===== src/rtl/two_bit_ctr.sv =====
// Two-bit saturating branch-direction counter. It computes the write-back state, the
// prediction and the mispredict flag, plus registered update bookkeeping and statistics.
module two_bit_ctr #(
  parameter int CNT_W = 16
) (
  input  logic             clk,
  input  logic             rst_n,
  input  logic             strobe,
  input  logic             ctr,
  input  logic [1:0]       crnt_stt,
  output logic [1:0]       next_stt,
  output logic             pred_dir,
  output logic             mispredict,
  output logic [1:0]       next_stt_q,
  output logic             upd_valid_q,
  output logic [CNT_W-1:0] upd_cnt,
  output logic [CNT_W-1:0] miss_cnt
);

  localparam logic [1:0] STT_SNT = 2'b00;
  localparam logic [1:0] STT_WNT = 2'b01;
  localparam logic [1:0] STT_WT  = 2'b10;
  localparam logic [1:0] STT_ST  = 2'b11;

  // strobe is a one-way valid with no ready: every strobe cycle is consumed,
  // back-to-back included, and there is never a stall.
  always_comb begin
    next_stt = crnt_stt;
    if (strobe) begin
      if (ctr) begin
        case (crnt_stt)
          STT_SNT: next_stt = STT_WNT;
          STT_WNT: next_stt = STT_WT;
          default: next_stt = STT_ST;
        endcase
      end else begin
        case (crnt_stt)
          STT_ST:  next_stt = STT_WT;
          STT_WT:  next_stt = STT_WNT;
          default: next_stt = STT_SNT;
        endcase
      end
    end
  end

  assign pred_dir   = crnt_stt[1];
  assign mispredict = strobe & (crnt_stt[1] != ctr);

  logic upd_sat;
  logic miss_sat;
  assign upd_sat  = &upd_cnt;
  assign miss_sat = &miss_cnt;

  // Each mispredict is also a strobe, so miss_cnt can never overtake upd_cnt.
  always_ff @(posedge clk) begin
    if (!rst_n) begin
      next_stt_q  <= STT_SNT;
      upd_valid_q <= 1'b0;
      upd_cnt     <= '0;
      miss_cnt    <= '0;
    end else begin
      upd_valid_q <= strobe;
      if (strobe) begin
        next_stt_q <= next_stt;
        if (!upd_sat) upd_cnt <= upd_cnt + 1'b1;
      end
      if (mispredict && !miss_sat) miss_cnt <= miss_cnt + 1'b1;
    end
  end

endmodule


===== config.mk =====
export PLATFORM = sky130hd
export DESIGN_NAME = two_bit_ctr
export DESIGN_NICKNAME = d
export VERILOG_FILES = /design/src/rtl/two_bit_ctr.sv
export SDC_FILE = /design/constraint.sdc
export NUM_CORES = 1
export LEC_CHECK = 0
export BUFFER_PORTS_ARGS = -buffer_cell sky130_fd_sc_hd__buf_4
export CAP_MARGIN = 20
export CORE_ASPECT_RATIO = 1.4
export CORE_MARGIN = 2
export CORE_UTILIZATION = 45
export CTS_CLUSTER_DIAMETER = 120
export DETAILED_ROUTE_END_ITERATION = 6
export PLACE_DENSITY = 0.72
export SETUP_SLACK_MARGIN = 0.5
export SYNTH_ARGS = -nofsm -noshare
export SYNTH_HDL_FRONTEND = slang
export SYNTH_SLANG_ARGS = --single-unit

===== constraint.sdc =====
create_clock -name clk -period 1.6 [get_ports clk]
set_input_delay 0.16 -clock clk [delete_from_list [all_inputs] [get_ports clk]]
set_output_delay 0.16 -clock clk [all_outputs]
set_load 0.02 [all_outputs]

### Yosys cells after proc, flatten, opt, wreduce, memory -nomap -nowiden

Index checks and enable logic that the tools add are counted.

| word-level totals | value |
|---|---|
| bits in registers | 35 |
| output and inout bits | 39 |

| operators by class | value |
|---|---|
| add/subtract/negate cells | 2 |
| reduce and logical (&&, ||, !) cells | 6 |
| bitwise logic cells | 2 |
| equality and inequality tests | 4 |
| multiplexer cells | 4 |

Operators with widths:

| cell | number |
|---|---|
| 16-bit by 1-bit adder with 16-bit output, second input constant | 2 |
| 16-bit AND reduction | 2 |
| 2-bit one-hot mux with 2 select lines | 2 |
| 2-bit == test, second input constant | 2 |
| 2-bit two-way mux | 2 |
| 2-bit by 1-bit == test with 1-bit output, second input constant | 1 |
| 2-bit logical NOT | 1 |
| 2-bit AND reduction | 1 |
| 1-bit AND | 1 |
| 1-bit logical AND | 1 |
| 1-bit logical NOT | 1 |
| 1-bit != test | 1 |
| 1-bit NOT | 1 |

### Longest topological paths before layout

Gate-level depths: netlist of the first run.

| logic depth | value |
|---|---|
| word-level depth | 4 |
| gate-level depth with buffers | 6 |
| depth with buffers taken out | 5 |

### Least setup slack after synthesis of the first run

No wires, ideal clock.

| timing | value |
|---|---|
| path kind | reg2reg |
| from | register miss_cnt[0] |
| to | register miss_cnt[14] |
| path buffers | 1 |
| path slack | -0.213 ns |
| arrival | 1.741 ns |
| clock period less this slack | 1.813 ns |
| stages on the path, launching flop included | 7 |
| cell sequence | dfxtp_1 ha_1 and3_1 and4bb_2 clkbuf_1 nor4_1 mux2i_1 |

| between the ends | value |
|---|---|
| word-level cells in the longest chain between the ends | 3 |
| elaborated cells between the ends (all ways) | 4 |
| classes of those cells | add/sub: 1; reduce/logical: 3 |

Ends and longest elaborated chain:

| element | line | RTL |
|---|---|---|
| from (decl) | 17 | `output logic [CNT_W-1:0] miss_cnt` |
| from (signal assigned) | 67 | `if (mispredict && !miss_sat) miss_cnt <= miss_cnt + 1'b1;` |
| parallel branches: the longest is 3 deep, another holds 16-bit by 1-bit adder with 16-bit output | n/a |  |

Parallel ways; which one is timed is not known.
A chain may end at the register's enable or synchronous reset.

### Worst setup path after layout of the first run

| timing | value |
|---|---|
| from | register miss_cnt[12] |
| to | register miss_cnt[4] |

| between the ends | value |
|---|---|
| word-level cells in the longest chain between the ends | 3 |

Ends and longest elaborated chain:

| element | line | RTL |
|---|---|---|
| 16-bit AND reduction | 52 | `assign miss_sat = &miss_cnt;` |
| 1-bit logical NOT | 67 |  |
| 1-bit logical AND | 67 |  |

No other way between the ends.

==> results.md, run 1 <==
* Status: complete, but fails checks
* Failing checks: setup timing
* Largest net degree at the start of global routing at 20
* Row Count at 27
* Leak at 1.43 nW
* Number of synthesized register bits at 35
* Max Slew Vio Count at 0
* Pwr Density at approximately 560 mW/mm^2
* Critical path startpoint category: flop
* GRT Overall Usage at 0.261
* Hold violation count in the final report at 0
* Root Buffer: clkbuf_8
* Slew HR at 0.682
* Worst min path class: input port to flop
* Die ar. at ~0.0045 sq mm
* CP max FO at 6
* WP data required at between 1.5 and 2 ns
* Drt pass-1 iters at 5
* Synth top area share at 0.392
* # IOs at 45
* Clk_skew at about 0.0068 ns
* CP arrival at between 1.5 and 2 ns
* Die H at approximately 80 um
* WL final at roughly 7.2 mm
* Setup TNS at -0.0609 ns
* Max rail drop VDD at 0.687 mV
* WHS at roughly 0.10 ns
* Worst-margin pin slew at between 0.4 and 0.5 ns
* CTS buffer count at 5
* Core Box Area at between 0.003 and 0.004 sq mm
* DRC violation count after routing at 0
* Initial DRC count at between 150 and 200
* Xor/xnor share of the synthesized area at 0.0140
* Internal Power at roughly 1.4 mW
* Share of total power in sequential cells at 0.451
* Max cap viols at 0
* Comb pwr share at 0.121
* Seq/Total Area, Yosys at 0.392
* RSZ-0062 raised after global routing: yes
* CTS Sinks at 35
* Count of final setup violators at 3
* DR WL/cell at ~19 um
* Post-synthesis adder-cell area fraction at 0.0196
* Peak Freq at a little over 600 MHz
* # nets final at 337
* Number of global-route vias before repair at between 2k and 2.5k
* Fraction of layout cells with a size suffix above 1 at 0.618
* Port buffer count at between 40 and 50
* CTS clk-pin slew, worst paths at 0.08 ns
* Mux contribution to synthesized area at 0.0336
* Antenna violations before repair at 0
* Simple-gate area share of the yosys netlist at 0.303
* P_sw at 0.508 mW
* Post-route ant nets at 0
* Cts hold-fix bufs at 0
* Finished Cell Area at about 0.0034 sq mm
* Final worst-path cycle share at 1.02
* H-tree lvl count at 2
* Main combinational cell family by area after synthesis: simple AND/OR/NAND/NOR gates
* First-pass GRT wire length at about 9 mm
* Via density at 6.34
* Vias at ~2.4k
* Starting density of the core at 0.460
* DP Wirelength at about 3.7 mm
* Setup crit end kind: flop
* Area after DPL at about 0.0026 sq mm
* Min Tclk post-route at around 1.6 ns
* Worst skew pair latency at slightly above 0.3 ns
* Fin worst setup slack at -0.0361 ns
* Synthesized net count at 221
* Post-synthesis compound-gate area fraction at 0.203
* Synth top area cells: dfxtp_1, a21oi_1, nand4_1, nand2_1, o31ai_1
* WS Path Type: flop to flop
* Area Overhead vs Synth at 92.4%
* Routability Congestion at about 0.8
* Post-Syn Area at approximately 0.0018 sq mm
* Clk network pwr share at 0.428
* Synth unique cells at 43
* CTS tree: yes
* Synthesized area per cell at 8.38 sq um
* Clock Path Buffers at 2
* Biggest area consumer among synthesized cells: dfxtp_1
* Die X at between 50 and 60 um
* Synth Instances at 213
* YS warnings at 0
* Place WS at -0.0310 ns
* Grt ovf at 0
* Sw frac at 0.264
* N_diodes at 0
==> what timing repair did <==
action	CTS	global route
cloned	0	1
endpoints found under the setup margin	40	48
pin swaps	24	22
gates resized for setup	32	76
setup buffers	20	21
==> cell families after synthesis <==
logic type	Yosys count
DFF	35
buffers and inverters	15
adders and majority gates	3
xor gates and xnor gates	2
AOI/OAI and AO/OA	60
muxes	6
and+or+nand+nor	92
==> worst max-delay path, cell delays in order, from the launching register on <==
cell and delay (ns):
dfxtp_4 0.37, nand4_1 0.20, buf_4 0.15, and4bb_2 0.26, or4_1 0.47, a21oi_1 0.12
==> layout make-up <==
class / count / area (sq um)
sequential: 35 / 791
clock buffer: 5 / 68.8
timing repair buffer: 117 / 1080
fill: 189 / 449
inverter: 6 / 22.5
multi-input combinational: 164 / 1380
clock inverter: 3 / 38.8
tap: 43 / 53.8
==> final timing paths <==
check / slack [ns] / start / endpoint / cells past startpoint
max: -0.04 / miss_cnt[12] / miss_cnt[4] / 5
min: 0.10 / strobe / next_stt_q[0] / 2
max reg2reg: -0.04 / miss_cnt[12] / miss_cnt[4] / 5
min reg2reg: 0.49 / miss_cnt[14] / miss_cnt[14] / 2
==> power by group through the flow <==
stage / registers, mW / clock network (mW) / logic, mW
after floorplan: 0.916 / 0 / 0.0818
after global routing: 0.871 / 0.863 / 0.247
after detailed placement: 0.898 / 0 / 0.175
after CTS: 0.874 / 0.805 / 0.199
after global placement: 0.898 / 0 / 0.175
final: 0.870 / 0.825 / 0.233
==> flip-flops by register name, summed over array words and instances, names as in the netlist <==
name and count:
miss_cnt 16, upd_cnt 16, next_stt_q 2, upd_valid_q 1
==> stage by stage <==
stage	total power, mW	util	instances
floorplan	0.997	-	213
global placement	1.07	0.662	323
detailed placement	1.07	0.662	323
CTS	1.88	0.767	351
global route	1.98	0.884	373
finish	1.93	0.884	373
==> cells in the mapped netlist (all sizes together) <==
library cell   n
dfxtp         35
a21oi         22
nand2         22
o21ai         16
nand4         15
o31ai         11
or4           11
nand3          8
clkbuf         6
inv            6
mux2i          6
nor2           6
nor4           5
or3            5
and4           4
nand2b         4
buf            3
nor3           3
a31oi          2
and3           2
ha             2
o21a           2
o41ai          2
or2            2
xor2           2
and2           1
and4bb         1
maj3           1
nand3b         1
nor3b          1
nor4b          1
o211a          1
o211ai         1
o21bai         1
o311a          1
o311ai         1
==> routing by layer <==
layer / wire (um) / share of wire / vias to the layer above / global-route usage
met3: 344 / 0.048 / 33 / 0.0544
met2: 3870 / 0.54 / 105 / 0.486
met1: 2610 / 0.36 / 1167 / 0.256
li1: - / - / 1060 / -
met4: 348 / 0.048 / 0 / 0.156
met5: 0 / 0 / - / 0
==> cell usage in the layout, fill, tap and decap left out, types with 5 or more instances in the layout <==
cell	instances
buf_4	64
buf_6	52
nand2_1	21
dfxtp_4	20
a21oi_1	15
nand4_1	14
dfxtp_2	12
o21ai_0	9
o31ai_1	9
a21oi_2	7
or4_1	7
o21ai_1	6
mux2i_1	6
nand3_1	6
inv_1	5
clkbuf_8	5
Note: power is estimated with default switching activity, not from simulation.
==> run 2, diff against run 1 <==
CORE_ASPECT_RATIO = 1.1   (was 1.4)
==> run 2 against run 1 <==
Effect of this change: the flow still finishes with violations (setup timing); register-to-register slack worse by 0.02 ns; global-route usage is 0.068 points higher; sequential power is 0.6% lower; worst hold slack improved by 0.084 ns; critical endpoint is now upd_cnt[14]; largest power group unchanged.
==> results.md, run 2 (same netlist as run 1, synthesis figures left out) <==
* Max cap viols at 0 (unchanged)
* Worst stage delay on the critical path at 0.37 ns (-0.10 ns)
* # IOs at 45 (unchanged)
* Top flop regs: miss_cnt: 16 flops, upd_cnt: 16 flops, next_stt_q: 2 flops
* Worst skew pair latency at 0.29 ns (-0.02 ns)
* Fin worst setup slack at -0.0558 ns (-0.0197 ns)
* Clock Path Buffers at 2 (unchanged)
* First-pass GRT wire length at 9.36 mm (+3.3%)
* Grt ovf at 0 (unchanged)
* WS Path Type: flop to flop
* Largest net degree at the start of global routing at 20 (unchanged)
* Vias at 2543 (+7.5%)
* CTS clk-pin slew, worst paths at 0.08 ns (about the same)
* Worst min path class: input port to flop
* Count of final setup violators at 6 (+3)
* Setup crit end kind: flop
* Most used cell, CP: nor4_4
* DP Wirelength at 3.57 mm (-4.0%)
* GRT Overall Usage at 0.262 (+0.000676)
* Placed insts at 330 (+2.2%)
* Hold violation count in the final report at 0 (unchanged)
* CTS Sinks at 35 (unchanged)
* WL final at 8.93 mm (+24%)
* Starting density of the core at 0.461 (+0.00134)
* Post-route insts no fill at 384 (+2.9%)
* Post-Route Utilization at 0.906 (+0.0213)
* Finished Cell Area at 0.00351 sq mm (+2.1%)
* Cell breakdown of the critical path: ha_4 > nand3_4 > nor4_4 > buf_6 > nor4_4 > mux2i_1
* Slew HR at 0.710 (+0.0280)
* Reg2reg start: upd_cnt[0]
* Failing checks: setup timing
* Max rail drop VDD at 0.521 mV (-24%)
* Worst-margin pin slew at 0.434 ns (-0.0420 ns)
* Slowest cell on crit path: dfxtp_4
* Commonest non-fill, non-tap cell in the layout: buf_4
* CTS buffer count at 5 (unchanged)
* Worst flop-to-flop path endpoint: upd_cnt[14]
* Leak at 1.44 nW (+0.82%)
* Peak Freq at 604 MHz (-1.2%)
* Clk_skew at 0.00605 ns (-0.000748 ns)
* Post-route ant nets at 0 (unchanged)
* CP arrival at 1.84 ns (-0.03 ns)
* Fraction of layout cells with a size suffix above 1 at 0.645 (+0.0264)
* Status: complete, but fails checks
* Setup TNS at -0.235 ns (-0.175 ns)
* Critical path startpoint category: flop
* Routability Congestion at 0.810 (+0.61%)
* H-tree lvl count at 2 (unchanged)
* Worst path bufs/invs at 1 (unchanged)
* Die ar. at 0.00449 sq mm (-0.14%)
* Largest delay share family, worst path: simple AND/OR/NAND/NOR gates
* Die H at 70.1 um (-11%)
* DR WL/cell at 23.2 um (+21%)
* Most frequent cells in the layout: buf_4, buf_6, dfxtp_4
* Pwr Density at 536 mW/mm^2 (-4.6%)
* Port buffer count at 44 (unchanged)
* Area Overhead vs Synth at 96.5%
* Initial DRC count at 280 (+75%)
* R2R Setup Slk at -0.06 ns (-0.02 ns)
* R2R depth at 6 (+1)
* # nets final at 339 (+0.59%)
* Min Tclk post-route at 1.66 ns (+0.0197 ns)
* Worst Hold Depth at 3 (+1)
* Via density at 6.62 (+4.4%)
* RSZ-0062 raised after global routing: yes
* Die X at 64.1 um (+12%)
* Hold path start: ctr
* Drt pass-1 iters at 5 (unchanged)
* CP max FO at 6 (unchanged)
* CTS tree: yes
* Core Box Area at 0.00387 sq mm (-0.29%)
* Number of global-route vias before repair at 1965 (-3.0%)
* WP data required at 1.78 ns (-0.05 ns)
* Root Buffer: clkbuf_8
* Hold worst-path end: next_stt_q[1]
* N_diodes at 0 (unchanged)
* Fill count at 138 (-27%)
* Max Slew Vio Count at 0 (unchanged)
* Row Count at 24 (-11%)
* Antenna violations before repair at 0 (unchanged)
* DRC violation count after routing at 0 (unchanged)
* Final worst-path cycle share at 1.03 (+0.0123)
* Area after DPL at 0.00257 sq mm (-0.15%)
[run 2: power by group]
| group | leakage [nW] | internal, mW | total (mW) | switching (mW) |
|---|---|---|---|---|
| Combinational | 1.08 | 0.129 | 0.280 | 0.150 |
| Sequential | 0.306 | 0.850 | 0.865 | 0.0155 |
| Clock | 0.0515 | 0.394 | 0.734 | 0.340 |
[run 2: worst max path at each step]
stage | startpoint | endpoint | depth (start not counted)
floorplan | miss_cnt[1] | miss_cnt[4] | 5
global placement | miss_cnt[1] | miss_cnt[4] | 5
detailed placement | miss_cnt[1] | miss_cnt[4] | 5
CTS | miss_cnt[1] | miss_cnt[4] | 5
global route | upd_cnt[8] | upd_cnt[13] | 6
finish | upd_cnt[0] | upd_cnt[14] | 6
[run 2: final cells by class]
class,instances,area (sq um),share of cell area
multi-input combinational,163,1390,0.395
timing repair buffer,120,1130,0.322
sequential,35,800,0.228
clock buffer,8,100,0.0285
tap,52,65.1,0.0185
inverter,6,28.8,0.00820
[run 2: timing repair]
action                     4_1_cts  5_1_grt
gates resized for setup         44       75
buffers inserted                28       17
gates cloned                     0        1
setup endpoints to repair       35       55
pin swaps                       22       23
hold buffers                     0        0
[run 2: through the flow]
stage	hold WS (ns)	setup WS [ns]	power, mW
final	0.184	-0.0558	1.88
after global routing	0.181	-0.0913	1.93
after CTS	0.166	0.0247	1.79
after detailed placement	0.471	-0.0219	1.07
after global placement	0.463	-0.00771	1.07
after floorplan	0.315	0.0303	0.997
[run 2: per-layer routing]
layer | part of all wire | wire length, um | track usage | up-vias
met3 | 0.081 | 725 | 0.0403 | 85
li1 | - | - | - | 1058
met1 | 0.33 | 2980 | 0.305 | 1174
met5 | 0 | 0 | 0 | -
met4 | 0.077 | 684 | 0.0990 | 0
met2 | 0.51 | 4540 | 0.473 | 226
[run 2: tightest hold or removal path: stages]
cell	delay, ns
buf_12	0.11
nand2_1	0.06
a31oi_1	0.09
==> run 3, diff against run 2 <==
CORE_MARGIN = default   (was 2)
GPL_TIMING_DRIVEN = 0   (was default)
MAX_ROUTING_LAYER = met4   (was default)
==> run 3 against run 2 <==
Effect of this change: the flow still finishes with violations (setup timing); routed wire length down 7.5%; first-iteration DRC count rose by 16%; cell area is 5.1% lower; via count shrank 3.0%; power fell by 1.9%; worst setup slack worse by 0.084 ns; critical endpoint is now miss_cnt[0]; largest cell class unchanged; clock power is 4.4% lower; combinational power fell by 3%.
==> results.md, run 3 (same netlist as run 1, synthesis figures left out) <==
* Status: complete, but fails checks
* Failing checks: setup timing
* Sw frac at 0.281 (+0.0118)
* Worst path bufs/invs at 1 (unchanged)
* Worst stage delay on the critical path at 0.37 ns (about the same)
* Count of final setup violators at 20 (+14)
* Min Tclk post-route at 1.74 ns (+0.0839 ns)
* Finished Cell Area at 0.00333 sq mm (-5.1%)
* Setup TNS at -1.08 ns (-0.842 ns)
* WS Path Type: flop to flop
* Port buffer count at 43 (-2.3%)
* Cts hold-fix bufs at 0 (unchanged)
* Largest delay share family, worst path: simple AND/OR/NAND/NOR gates
* DR WL/cell at 22.3 um (-4.3%)
* Worst-margin pin slew at 0.563 ns (+0.129 ns)
* Post-Route Utilization at 0.897 (-0.00882)
* Fraction of layout cells with a size suffix above 1 at 0.611 (-0.0340)
* CTS Sinks at 35 (unchanged)
* Start point of the critical path: miss_cnt[0]
* P_sw at 0.518 mW (+2.4%)
* Leak at 1.32 nW (-8.1%)
* WL final at 8.26 mm (-7.5%)
* Reg2reg start: miss_cnt[0]
* Clock Path Buffers at 2 (unchanged)
* Area after DPL at 0.00238 sq mm (-7.2%)
* First-pass GRT wire length at 9.24 mm (-1.3%)
* Initial DRC count at 324 (+16%)
* Final worst-path cycle share at 1.09 (+0.0524)
* Fin worst setup slack at -0.140 ns (-0.0839 ns)
* Die ar. at 0.00422 sq mm (-5.9%)
* Starting density of the core at 0.481 (+0.0200)
* Slowest cell on crit path: dfxtp_4
* N_diodes at 0 (unchanged)
* Largest net degree at the start of global routing at 12 (-40%)
* Critical path startpoint category: flop
* Max cap viols at 0 (unchanged)
* Worst skew pair latency at 0.31 ns (+0.02 ns)
* DP Wirelength at 3.21 mm (-10%)
* R2R depth at 6 (unchanged)
* Setup crit end kind: flop
* Cell depth of the worst setup path at 6 (unchanged)
* Internal Power at 1.32 mW (-3.5%)
* RSZ-0062 raised after global routing: yes
* Max Slew Vio Count at 0 (unchanged)
* Grt ovf at 0 (unchanged)
* Routability Congestion at 0.825 (+1.9%)
* Worst flop-to-flop path endpoint: miss_cnt[0]
* Slew HR at 0.625 (-0.0855)
* # nets final at 328 (-3.2%)
* Antenna violations before repair at 0 (unchanged)
* Seq. cell area at 793 sq um (-0.78%)
* Top flop regs: miss_cnt: 16 flops, upd_cnt: 16 flops, next_stt_q: 2 flops
* Hold violation count in the final report at 0 (unchanged)
* # IOs at 45 (unchanged)
* Pwr Density at 554 mW/mm^2 (+3.3%)
* Area Overhead vs Synth at 86.5%
* Row Count at 23 (-4.2%)
* Max rail drop VDD at 0.428 mV (-18%)
* Root Buffer: clkbuf_8
* CTS buffer count at 5 (unchanged)
* CTS tree: yes
* Crit path to: miss_cnt[0]
* Post-route ant nets at 0 (unchanged)
* Cell breakdown of the critical path: ha_4 > and3_4 > and4bb_2 > clkbuf_8 > or3_1 > a21oi_1
* CTS clk-pin slew, worst paths at 0.09 ns (about the same)
* Share of total power in sequential cells at 0.472 (+0.011)
* Vias at 2467 (-3.0%)
* Drt pass-1 iters at 6 (+1)
* Number of global-route vias before repair at 1978 (+0.66%)
* CP max FO at 5 (-1)
* Most frequent cells in the layout: buf_4, buf_6, nand2_1, dfxtp_4, a21oi_1
* Core Box Area at 0.00371 sq mm (-4.2%)
* Die X at 62.1 um (-3.1%)
* H-tree lvl count at 2 (unchanged)
* CP arrival at 1.96 ns (+0.12 ns)
* R2R Setup Slk at -0.14 ns (-0.08 ns)
* Worst min path class: input port to flop
* Clk network pwr share at 0.381 (-0.010)
* Die H at 68.1 um (-2.9%)
* Via density at 6.65 (+0.41%)
* Peak Freq at 575 MHz (-4.8%)
* GRT Overall Usage at 0.312 (+0.0505)
* DRC violation count after routing at 0 (unchanged)
* WP data required at 1.82 ns (+0.04 ns)
* Commonest non-fill, non-tap cell in the layout: buf_4
* Fill count at 154 (+12%)
* Clk_skew at 0.0147 ns (+0.00870 ns)
* Area of the multi-input gates at 0.00137 sq mm (-1.1%)
* Comb pwr share at 0.147 (-0.002)
==> run 3: cell types whose count changed in the layout (fill, tap and decap cells not counted), moves of 3 or more <==
cell | before | now
dfxtp_2 | 7 | 11
a21oi_2 | 8 | 5
dfxtp_4 | 24 | 21
buf_12 | 3 | 0
buf_4 | 71 | 58
==> run 3: area by class of cell <==
class / instances / share of cell area
multi-input cells: 163 / 0.412
clock buffers: 7 / 0.0259
repair buffers: 100 / 0.275
well taps: 50 / 0.0188
clock inverters: 1 / 0.00150
flip-flops and latches: 35 / 0.238
plain buffers: 9 / 0.0218
inverters: 6 / 0.00676
==> run 3: layer usage <==
metal  track usage  share of wire  routed length [um]
met4         0.111          0.040                 331
met5             -              0                   0
met3        0.0662          0.087                 721
met1         0.350           0.38                3120
met2         0.539           0.49                4080
==> run 3: worst min path at each step <==
stage | startpoint | to | slack [ns] | cells past startpoint
2_1_floorplan | crnt_stt[1] | next_stt_q[1] | 0.32 | 2
3_3_place_gp | crnt_stt[0] | next_stt_q[1] | 0.47 | 3
3_5_place_dp | crnt_stt[0] | next_stt_q[1] | 0.47 | 3
4_1_cts | crnt_stt[0] | next_stt_q[1] | 0.17 | 3
5_1_grt | crnt_stt[0] | next_stt_q[1] | 0.20 | 3
6_report | crnt_stt[0] | next_stt_q[1] | 0.19 | 3
==> run 3: worst reg2reg max path, delay by kind of cell, from the launching register on <==
kind	cells	cell delay (ns)
AND/OR/NAND/NOR	3	0.78
adder cells (fa/ha/maj)	1	0.17
buffers and inverters	1	0.16
AO/OA/AOI/OAI	1	0.18
flip-flops	1	0.37
==> run 3: metrics by stage <==
step           total power, mW  hold slack [ns]  std cells  setup WS, ns
3_3_place_gp              1.06            0.465        306       -0.0829
6_report                  1.84            0.186        371        -0.140
4_1_cts                   1.76            0.168        354       -0.0349
2_1_floorplan            0.997            0.315        213        0.0303
5_1_grt                   1.88            0.200        371        -0.153
3_5_place_dp              1.06            0.474        306        -0.109
==> run 3: power groups by stage <==
stage / Sequential [mW] / Combinational, mW / Clock, mW
after floorplan: 0.916 / 0.0818 / 0
after global placement: 0.900 / 0.163 / 0
after detailed placement: 0.900 / 0.165 / 0
after CTS: 0.869 / 0.211 / 0.676
after global routing: 0.871 / 0.281 / 0.727
final: 0.870 / 0.271 / 0.702
==> run 3: repair_timing <==
item,CTS,global route
buffers inserted,39,17
gates resized for setup,60,51
endpoints found under the setup margin,35,49
pin swaps,22,26
cloned,1,0
